===== src/rtl/fuzz_stim_pkg.sv =====
// ---------------------------------------------------------------------------
// fuzz_stim_pkg
// Shared constants, FSM state type and LCG step function for the stimulus
// generator that feeds the fuzz top. The LCG constants must stay in lockstep
// with the software stimulus stream so hardware and software runs agree
// bit-for-bit for the same seed.
// No ports (package).
// ---------------------------------------------------------------------------
package fuzz_stim_pkg;

  localparam int          WORD_W       = 32;
  localparam logic [31:0] LCG_MUL      = 32'h41C64E6D;
  localparam logic [31:0] LCG_INC      = 32'h00003039;
  localparam logic [31:0] DEFAULT_SEED = 32'd2555656321;

  typedef enum logic [1:0] {
    IDLE = 2'd0,
    FILL = 2'd1,
    HOLD = 2'd2,
    DONE = 2'd3
  } stim_state_e;

  // One LCG step; the multiply is evaluated at 32 bits, so the product wraps
  // exactly like the unsigned 32-bit arithmetic of the software model.
  function automatic logic [31:0] lcg_step(input logic [31:0] state);
    return state * LCG_MUL + LCG_INC;
  endfunction

endpackage


===== src/rtl/lcg32_core.sv =====
// ---------------------------------------------------------------------------
// lcg32_core
// 32-bit linear congruential generator state register.
// Ports:
//   clk        in   1   clock, posedge
//   rst_n      in   1   asynchronous active-low reset (state -> 0)
//   i_load     in   1   load i_seed into the state (has priority over advance)
//   i_seed     in   32  value loaded on i_load
//   i_advance  in   1   replace the state with its successor
//   o_rng      out  32  current state
//   o_rng_next out  32  successor of the current state (combinational)
// ---------------------------------------------------------------------------
module lcg32_core (
  input  logic        clk,
  input  logic        rst_n,
  input  logic        i_load,
  input  logic [31:0] i_seed,
  input  logic        i_advance,
  output logic [31:0] o_rng,
  output logic [31:0] o_rng_next
);

  import fuzz_stim_pkg::*;

  logic [31:0] r_rng;
  logic [31:0] w_step;

  assign w_step     = lcg_step(r_rng);
  assign o_rng      = r_rng;
  assign o_rng_next = w_step;

  // Load wins over advance so a new run always starts from its seed.
  always_ff @(posedge clk or negedge rst_n) begin
    if (!rst_n) begin
      r_rng <= 32'd0;
    end else if (i_load) begin
      r_rng <= i_seed;
    end else if (i_advance) begin
      r_rng <= w_step;
    end
  end

endmodule


===== src/rtl/lcg_stim_gen.sv =====
// ---------------------------------------------------------------------------
// lcg_stim_gen
// Pseudo-random stimulus source for the fuzz top's in_flat port. One LCG
// step per FILL cycle yields one 32-bit word; words are packed low word first
// into an IN_W-bit vector which is then offered over valid/ready.
// Ports:
//   clk          in   1     clock, posedge
//   rst_n        in   1     asynchronous active-low reset
//   start        in   1     begin a run (honoured only in IDLE or DONE)
//   seed_i       in   32    run seed, sampled on start; 0 selects DEFAULT_SEED
//   num_vec_i    in   32    number of vectors in the run, sampled on start
//   vec_o        out  IN_W  current vector, stable while vec_valid_o=1
//   vec_valid_o  out  1     vector available
//   vec_ready_i  in   1     consumer takes vec_o when valid&ready at posedge
//   busy_o       out  1     run in progress (FILL or HOLD)
//   done_o       out  1     run complete, held until the next start
//   vec_count_o  out  32    vectors accepted in the current run
//   rng_o        out  32    current LCG state (trace)
// ---------------------------------------------------------------------------
module lcg_stim_gen #(
  parameter int          IN_W         = 263,
  parameter logic [31:0] DEFAULT_SEED = fuzz_stim_pkg::DEFAULT_SEED
) (
  input  logic            clk,
  input  logic            rst_n,
  input  logic            start,
  input  logic [31:0]     seed_i,
  input  logic [31:0]     num_vec_i,
  output logic [IN_W-1:0] vec_o,
  output logic            vec_valid_o,
  input  logic            vec_ready_i,
  output logic            busy_o,
  output logic            done_o,
  output logic [31:0]     vec_count_o,
  output logic [31:0]     rng_o
);

  import fuzz_stim_pkg::*;

  localparam int NUM_WORDS = (IN_W + WORD_W - 1) / WORD_W;
  localparam int LAST_BITS = IN_W - WORD_W * (NUM_WORDS - 1);
  localparam int LAST_IDX  = NUM_WORDS - 1;
  localparam int IDX_W     = (NUM_WORDS > 1) ? $clog2(NUM_WORDS) : 1;

  stim_state_e                         r_state;
  logic [IDX_W-1:0]                    r_word_idx;
  logic [NUM_WORDS-2:0][WORD_W-1:0]    r_shadow;
  logic [31:0]                         r_num_vec;
  logic [31:0]                         r_vec_count;
  logic [IN_W-1:0]                     r_vec;
  logic                                r_valid;
  logic                                r_busy;
  logic                                r_done;

  logic        w_start_ok;
  logic        w_advance;
  logic        w_last_word;
  logic [31:0] w_seed;
  logic [31:0] w_rng;
  logic [31:0] w_rng_next;
  logic [IN_W-1:0] w_fill_vec;

  // A start pulse is only meaningful when no run is in flight.
  assign w_start_ok  = start && ((r_state == IDLE) || (r_state == DONE));
  assign w_advance   = (r_state == FILL);
  assign w_last_word = (r_word_idx == IDX_W'(LAST_IDX));
  assign w_seed      = (seed_i == 32'd0) ? DEFAULT_SEED : seed_i;

  // The final word is taken straight from the step being produced this
  // cycle, so the vector is complete on the same edge the last word appears;
  // only its low LAST_BITS bits fit inside IN_W.
  assign w_fill_vec = {w_rng_next[LAST_BITS-1:0], r_shadow};

  lcg32_core u_lcg (
    .clk        (clk),
    .rst_n      (rst_n),
    .i_load     (w_start_ok),
    .i_seed     (w_seed),
    .i_advance  (w_advance),
    .o_rng      (w_rng),
    .o_rng_next (w_rng_next)
  );

  // Run control. IDLE/DONE wait for start; FILL gathers NUM_WORDS words;
  // HOLD freezes the vector until the consumer takes it, then either refills
  // or finishes. All handshake and status outputs are registered here.
  always_ff @(posedge clk or negedge rst_n) begin
    if (!rst_n) begin
      r_state     <= IDLE;
      r_word_idx  <= '0;
      r_shadow    <= '0;
      r_num_vec   <= 32'd0;
      r_vec_count <= 32'd0;
      r_vec       <= '0;
      r_valid     <= 1'b0;
      r_busy      <= 1'b0;
      r_done      <= 1'b0;
    end else begin
      case (r_state)
        IDLE, DONE: begin
          if (start) begin
            r_num_vec   <= num_vec_i;
            r_vec_count <= 32'd0;
            r_word_idx  <= '0;
            if (num_vec_i == 32'd0) begin
              r_state <= DONE;
              r_busy  <= 1'b0;
              r_done  <= 1'b1;
            end else begin
              r_state <= FILL;
              r_busy  <= 1'b1;
              r_done  <= 1'b0;
            end
          end
        end

        FILL: begin
          for (int w = 0; w < NUM_WORDS - 1; w++) begin
            if (r_word_idx == IDX_W'(w)) begin
              r_shadow[w] <= w_rng_next;
            end
          end
          if (w_last_word) begin
            r_vec      <= w_fill_vec;
            r_valid    <= 1'b1;
            r_word_idx <= '0;
            r_state    <= HOLD;
          end else begin
            r_word_idx <= r_word_idx + IDX_W'(1);
          end
        end

        HOLD: begin
          if (vec_ready_i) begin
            r_valid     <= 1'b0;
            r_vec_count <= r_vec_count + 32'd1;
            if ((r_vec_count + 32'd1) == r_num_vec) begin
              r_state <= DONE;
              r_busy  <= 1'b0;
              r_done  <= 1'b1;
            end else begin
              r_state <= FILL;
            end
          end
        end

        default: begin
          r_state <= IDLE;
        end
      endcase
    end
  end

  assign vec_o       = r_vec;
  assign vec_valid_o = r_valid;
  assign busy_o      = r_busy;
  assign done_o      = r_done;
  assign vec_count_o = r_vec_count;
  assign rng_o       = w_rng;

endmodule


===== config.mk =====
export PLATFORM = sky130hd
export DESIGN_NAME = lcg_stim_gen
export DESIGN_NICKNAME = d
export VERILOG_FILES = /design/src/rtl/fuzz_stim_pkg.sv /design/src/rtl/lcg32_core.sv /design/src/rtl/lcg_stim_gen.sv
export SDC_FILE = /design/constraint.sdc
export NUM_CORES = 1
export LEC_CHECK = 0
export BUFFER_PORTS_ARGS = -buffer_cell sky130_fd_sc_hd__buf_2
export CELL_PAD_IN_SITES_DETAIL_PLACEMENT = 1
export CELL_PAD_IN_SITES_GLOBAL_PLACEMENT = 1
export CORE_UTILIZATION = 40
export CTS_BUF_LIST = sky130_fd_sc_hd__clkbuf_4
export DETAILED_ROUTE_END_ITERATION = 7
export MAX_ROUTING_LAYER = met4
export PLACE_DENSITY_LB_ADDON = 0.1
export SLEW_MARGIN = 20
export SYNTH_ARGS = -nofsm -noshare
export SYNTH_HDL_FRONTEND = slang
export SYNTH_SLANG_ARGS = --single-unit

===== constraint.sdc =====
create_clock -name clk -period 8.5 [get_ports clk]
set_input_delay 1.7 -clock clk [delete_from_list [all_inputs] [get_ports clk]]
set_output_delay 1.7 -clock clk [all_outputs]
set_load 0.01 [all_outputs]

# ---- Word level (Yosys, flattened, before mapping)
# Index checks and enable logic that the tools add are counted.
dict set report totals {
  reg_bits 624
  inputBits 68
  output_inout_bits 330
  elab_cells 91
}
dict set report classes {
  add_sub_neg 3
  n_mul 1
  eq_ne 16
  mux 28
  n_reduce_logical 26
}
# operator count
set ops {}
lappend ops {{32-bit two-way mux} 5}
lappend ops {{32-bit logical NOT} 2}
lappend ops {{32-bit one-hot mux with 2 select lines} 1}
lappend ops {{32-bit by 1-bit adder with 32-bit output (second input constant)} 1}
lappend ops {{32-bit by 14-bit adder with 32-bit output (second input constant)} 1}
lappend ops {{32-bit == test} 1}
lappend ops {{32-bit by 31-bit multiplier with 32-bit output (second input constant)} 1}
lappend ops {{2-bit AND reduction} 11}
lappend ops {{4-bit by 3-bit == test with 1-bit output (second input constant)} 4}
lappend ops {{1-bit two-way mux} 10}
lappend ops {{2-bit two-way mux} 5}
lappend ops {{3-bit AND reduction} 3}
lappend ops {{4-bit by 2-bit == test with 1-bit output (second input constant)} 2}
lappend ops {{4-bit two-way mux} 2}
lappend ops {{2-bit != test (second input constant)} 4}
lappend ops {{4-bit one-hot mux with 2 select lines} 1}
lappend ops {{2-bit nonzero test} 4}
lappend ops {{1-bit one-hot mux with 2 select lines} 3}
lappend ops {{2-bit one-hot mux with 3 select lines} 1}
lappend ops {{4-bit by 1-bit adder with 4-bit output (second input constant)} 1}
lappend ops {{2-bit == test (second input constant)} 2}
lappend ops {{4-bit by 1-bit == test with 1-bit output (second input constant)} 1}
lappend ops {{4-bit == test (second input constant)} 1}
lappend ops {{4-bit logical NOT} 1}
lappend ops {{other kinds (6)} 6}

# ---- Logic depth before layout (Yosys ltp)
dict set report depth {
  word_depth 5
  depth_mapped 28
  depth_no_buf 25
}

# ---- Cells and area by module
# Synthesis repeated with hierarchy kept, for this count alone.
dict set report unflattened {
  cells_unflattened 2818
  area_unflattened_um2 34833.4
}
# module instances cells_each area_each_um2 seq_area_each_um2
set modules_own_cells {}
lappend modules_own_cells {lcg_stim_gen 1 1671 24101.9 14814.2}
lappend modules_own_cells {lcg32_core 1 1147 10731.5 800.8}

# ---- Worst setup path after synthesis
# Ideal clock, no wire load.
dict set report synth_timing {
  kind {register to register}
  start {register u_lcg.r_rng[5], in the netlist u_lcg.o_rng[5]}
  end {register r_shadow[190] (netlist bit)}
  setup_ps 140
  t_arrival_ps 6595
  required_ps 8360
  setup_slack_ps 1765
  stages_incl_launch_ff 25
  n_path_buf 0
  period_less_slack_ps 6735
  path_cell_list {dfrtp_1 ha_1 xor2_1 ha_1 a21oi_1 fa_1 fa_1 inv_1 fa_1 inv_1 fa_1 inv_1 fa_1 inv_1 fa_1 inv_1 ha_1 o21ai_0 o21ai_0 a221oi_1 o22ai_1 o311ai_0 a21oi_1 xnor2_1 o21ai_0}
}
dict set report synth_between {
  elab_chain_len 2
}
# item line_no
set synth_rtl {}
lappend synth_rtl {{start, declared} lcg32_core.sv:25} ;# logic [31:0] r_rng;
lappend synth_rtl {{start signal, assigned} lcg32_core.sv:37} ;# r_rng <= i_seed;
lappend synth_rtl {{start signal, assigned} lcg32_core.sv:39} ;# r_rng <= w_step;
lappend synth_rtl {{32-bit by 31-bit multiplier with 32-bit output} fuzz_stim_pkg.sv:26} ;# return state * LCG_MUL + LCG_INC;
lappend synth_rtl {{32-bit by 14-bit adder with 32-bit output} fuzz_stim_pkg.sv:26}
lappend synth_rtl {{end signal, assigned by index} lcg_stim_gen.sv:120} ;# r_shadow[w] <= w_rng_next;
lappend synth_rtl {{end, declared} lcg_stim_gen.sv:47} ;# logic [NUM_WORDS-2:0][WORD_W-1:0] r_shadow;
# No other way between the ends.
# A chain may end at the register's enable or synchronous reset.

# ---- Final worst setup path
dict set report layout_timing {
  start {register u_lcg.r_rng[7], in the netlist u_lcg.o_rng[7]}
  end {register r_shadow[254] (netlist bit)}
}
# Same word-level chain as after synthesis.

==> results.txt <==
----------------------------------------------------
[Timing]
  Final Hold Vio Count ... 0
  Highest clock frequency the design can meet ... around 120 MHz
  Actual transition at the worst max-transition pin ... 1.104 ns
  Final worst-path cycle share ... a little over nine tenths
  Pins Over Slew Limit ... 0
  Post-route minimum period ... ~8 ns
  Number of setup violations in the final report ... 0
  Aggregate negative setup slack ... 0 ns
  Setup repair after global routing missed its margin ... no
  Skew final ... 0.08313 ns
  Worst slew slack as a fraction of its limit ... 26.42%

[Layout]
  Final layout net count ... between 4000 and 5000
  Non-Filler Cell Area, Final ... approximately 39000 sq um
  Fill cells ... ~9200
  Layout Area Growth over Synthesis ... 16.61%
  Share of cells above drive strength 1 ... 28.36%

[Global routing]
  Initial antenna violation count ... 11
  Via count of the first global-routing pass ... approximately 27000
  GRT overflow ... 0
  First-pass GRT wire length ... approximately 170000 microns
  Pin count of the biggest net entering global routing ... 140
  GRT Util Overall ... 27.54%

[Detailed routing]
  Remaining number of nets flagged by the antenna check after routing ... 0
  Mean routed wirelength per cell ... ~24 microns
  Via Count ... 24630
  Total Routed Length ... roughly 110000 microns
  DRC violations left ... 0
  Initial detailed-routing violation count ... 1131
  Pre-Repair DR Iteration Count ... 5
  Vias per cell ... roughly 5.2

[Worst hold path]
  Hold EP ... vec_o[191]$_DFFE_PN0P_
  Worst hold path type ... reg -> reg
  Hold path startpoint ... r_shadow[191]$_DFFE_PN0P_
  Hold Crit Depth ... 1

[Critical path]
  Data arrival time at the worst-slack endpoint ... between 8 and 9 ns
  Category of the most critical setup path ... reg -> reg
  Critical Path End Type ... register
  Launch point of the worst reg-to-reg path ... u_lcg.o_rng[7]$_DFFE_PN0P_
  Logic depth of the worst register-to-register path ... 24
  Register-to-register setup slack ... approximately 0.48 ns
  Crit start category ... register
  Maximum fanout along the worst path ... 11
  CP required ... around 9.3 ns
  Reg-to-Reg End ... r_shadow[254]$_DFFE_PN0P_

[Synthesis]
  Most used standard cells in the synthesized netlist ... 624 x sky130_fd_sc_hd__dfrtp_1, 416 x sky130_fd_sc_hd__nand2_1, 392 x sky130_fd_sc_hd__inv_1, 319 x sky130_fd_sc_hd__o21ai_0, 286 x sky130_fd_sc_hd__mux2_2
  Share of the synthesized area in the top cell type ... approximately 46%
  Predominant post-synthesis flop cell ... sky130_fd_sc_hd__dfrtp_1
  Number of enable-type register cells in the synthesized netlist ... 0
  Net count after synthesis ... 3539
  Mapped Avg Cell Area ... 10.98 sq um
  Top-count cell post-synth ... sky130_fd_sc_hd__dfrtp_1
  Largest cells by area after synthesis ... sky130_fd_sc_hd__dfrtp_1 46%, sky130_fd_sc_hd__fa_1 11%, sky130_fd_sc_hd__mux2_2 9.5%
  Ys Warns ... 0
  Yosys reg bits ... around 620
  Number of cells produced by synthesis ... 3071
  Synth area leader ... sky130_fd_sc_hd__dfrtp_1
  Seq/Total Area, Yosys ... between 40% and 50%
  Number of unique standard cell types used by synthesis ... 68
  Netlist area before placement ... ~34000 sq um
  Share of synthesized flip-flops with an asynchronous set or reset ... 100.0%

[Placed design]
  Count of port buffers added during placement ... around 400
  Post-DP HPWL ... around 84000 microns
  Placed cell area ... between 30000 and 40000 sq um
  Placer congestion estimate ... just over 0.9

[Floorplanning]
  Die Y-Extent ... around 290 microns
  Top-Level Pins ... between 300 and 400
  Floorplan Core Area ... ~84000 sq um
  Number of placement rows ... 106
  Die area ... approximately 86000 sq um
  Initial cell density of the core ... between 40% and 50%
  Width of the die ... ~300 microns

[Clocking]
  Level count of the clock H-tree ... 4
  CTS hold repair buffers ... 0
  Clock sink count ... between 600 and 700
  Source-to-sink clock delay at the later pin of the worst-skew pair ... around 1.0 ns
  TritonCTS clock tree ... done
  Clock buffers created by TritonCTS ... ~180
  Buffer type at the clock tree root ... sky130_fd_sc_hd__clkbuf_4
  Buffers inserted during post-CTS setup optimization ... 0
  Post-cts gate resize count ... 0
  Clock slew seen by the registers of the worst setup and hold paths ... around 0.06 ns
  Number of buffers on the longest clock path ... 3

[Outcome]
  Status ... complete, no violations

[Flow run]
  Number of maximum-capacitance violations ... 0

----------------------------------------------------
-- through the flow --
step / worst slack (ns) / instances / util, % / hold WS, ns
global route: 0.02275 / 4757 / 47.07 / 0.4740
global placement: 0.7942 / 4457 / 44.36 / 0.4571
CTS: 0.4395 / 4751 / 47.05 / 0.4619
finish: 0.4758 / 4758 / 47.08 / 0.4638
detailed placement: 0.5298 / 4457 / 44.38 / 0.4663
floorplan: 1.765 / 3071 / - / 0.4460
-- critical path, stage by stage (launching register included) --
cell	delay [ns]
sky130_fd_sc_hd__dfrtp_1	0.63
sky130_fd_sc_hd__ha_1	0.37
sky130_fd_sc_hd__xor2_1	0.20
sky130_fd_sc_hd__ha_1	0.20
sky130_fd_sc_hd__a21oi_1	0.25
sky130_fd_sc_hd__fa_1	0.47
sky130_fd_sc_hd__fa_1	0.51
sky130_fd_sc_hd__inv_1	0.06
sky130_fd_sc_hd__fa_1	0.51
sky130_fd_sc_hd__inv_1	0.06
sky130_fd_sc_hd__fa_1	0.53
sky130_fd_sc_hd__inv_1	0.05
sky130_fd_sc_hd__fa_1	0.48
sky130_fd_sc_hd__inv_1	0.05
sky130_fd_sc_hd__fa_1	0.47
sky130_fd_sc_hd__inv_1	0.04
sky130_fd_sc_hd__ha_1	0.37
sky130_fd_sc_hd__o21ai_0	0.25
sky130_fd_sc_hd__o21ai_0	0.14
sky130_fd_sc_hd__a221oi_1	0.40
sky130_fd_sc_hd__o22ai_1	0.21
sky130_fd_sc_hd__o311ai_0	0.60
sky130_fd_sc_hd__a21oi_1	0.23
sky130_fd_sc_hd__xnor2_1	0.52
sky130_fd_sc_hd__o21ai_0	0.20
-- kinds of logic (layout without fill, tap and decap cells) --
| family | Yosys count | in the layout | synth area share (%) |
|---|---|---|---|
| xor+xnor | 112 | 112 | 2.908 |
| mux | 292 | 292 | 9.725 |
| buf+inv | 526 | 1126 | 5.912 |
| compound gates | 485 | 485 | 8.090 |
| fa+ha+maj | 400 | 400 | 18.95 |
| other cells | 0 | 7 | 0 |
| simple gates | 632 | 632 | 8.123 |
| flops | 624 | 624 | 46.29 |
-- layout make-up --
type	count	area, sq um	area share (%)
Antenna cell	7	17.52	0.04453
Tap cell	1080	1351	3.435
Clock inverter	34	282.8	0.7189
Sequential cell	624	15620	39.70
Timing Repair Buffer	440	2357	5.993
Clock buffer	260	1952	4.962
Multi-Input combinational cell	1921	16290	41.41
Inverter	392	1471	3.741
-- cells in the final DEF, fill, tap and decap left out, types with 17 or more instances in the layout --
master / n
sky130_fd_sc_hd__ha_1: 214
sky130_fd_sc_hd__buf_2: 396
sky130_fd_sc_hd__dfrtp_1: 624
sky130_fd_sc_hd__o31ai_1: 18
sky130_fd_sc_hd__xnor2_1: 69
sky130_fd_sc_hd__nor2_1: 63
sky130_fd_sc_hd__xor2_1: 30
sky130_fd_sc_hd__nor4_1: 25
sky130_fd_sc_hd__inv_1: 391
sky130_fd_sc_hd__clkbuf_4: 260
sky130_fd_sc_hd__nand4_1: 18
sky130_fd_sc_hd__o21ai_0: 319
sky130_fd_sc_hd__fa_1: 185
sky130_fd_sc_hd__a21oi_1: 64
sky130_fd_sc_hd__clkinv_1: 18
sky130_fd_sc_hd__buf_4: 40
sky130_fd_sc_hd__nand2_1: 407
sky130_fd_sc_hd__nand3_1: 29
sky130_fd_sc_hd__mux2_2: 286
sky130_fd_sc_hd__a21o_1: 17
sky130_fd_sc_hd__nor3_1: 27
-- how the worst max path moves through the flow --
stage                     slack [ns]                        from                         to  depth (start not counted)
after CTS                       0.44  u_lcg.o_rng[7]$_DFFE_PN0P_  r_shadow[254]$_DFFE_PN0P_                         24
after detailed placement        0.53  u_lcg.o_rng[7]$_DFFE_PN0P_  r_shadow[254]$_DFFE_PN0P_                         24
final                           0.48  u_lcg.o_rng[7]$_DFFE_PN0P_  r_shadow[254]$_DFFE_PN0P_                         24
after global placement          0.79  u_lcg.o_rng[7]$_DFFE_PN0P_   r_shadow[95]$_DFFE_PN0P_                         24
after global routing            0.02  u_lcg.o_rng[7]$_DFFE_PN0P_  r_shadow[254]$_DFFE_PN0P_                         24
after floorplan                 1.76  u_lcg.o_rng[5]$_DFFE_PN0P_  r_shadow[190]$_DFFE_PN0P_                         24
-- registers in the layout (all words and copies together) (netlist names) --
signal,flops
r_shadow,256
r_word_idx,4
done_o,1
busy_o,1
u_lcg.o_rng,32
r_num_vec,32
r_state,2
vec_valid_o,1
vec_o,263
vec_count_o,32
-- routing by layer --
metal	vias to the layer above	global-route usage, %	wire length [microns]
met5	-	-	0
met4	0	7.700	2290
met3	138	5.342	5099
met2	524	44.30	54190
met1	12760	35.46	50360
li1	11210	-	-
Power is not shown: default switching activity piles up to over one toggle a cycle in this logic, so the estimate is an artifact.
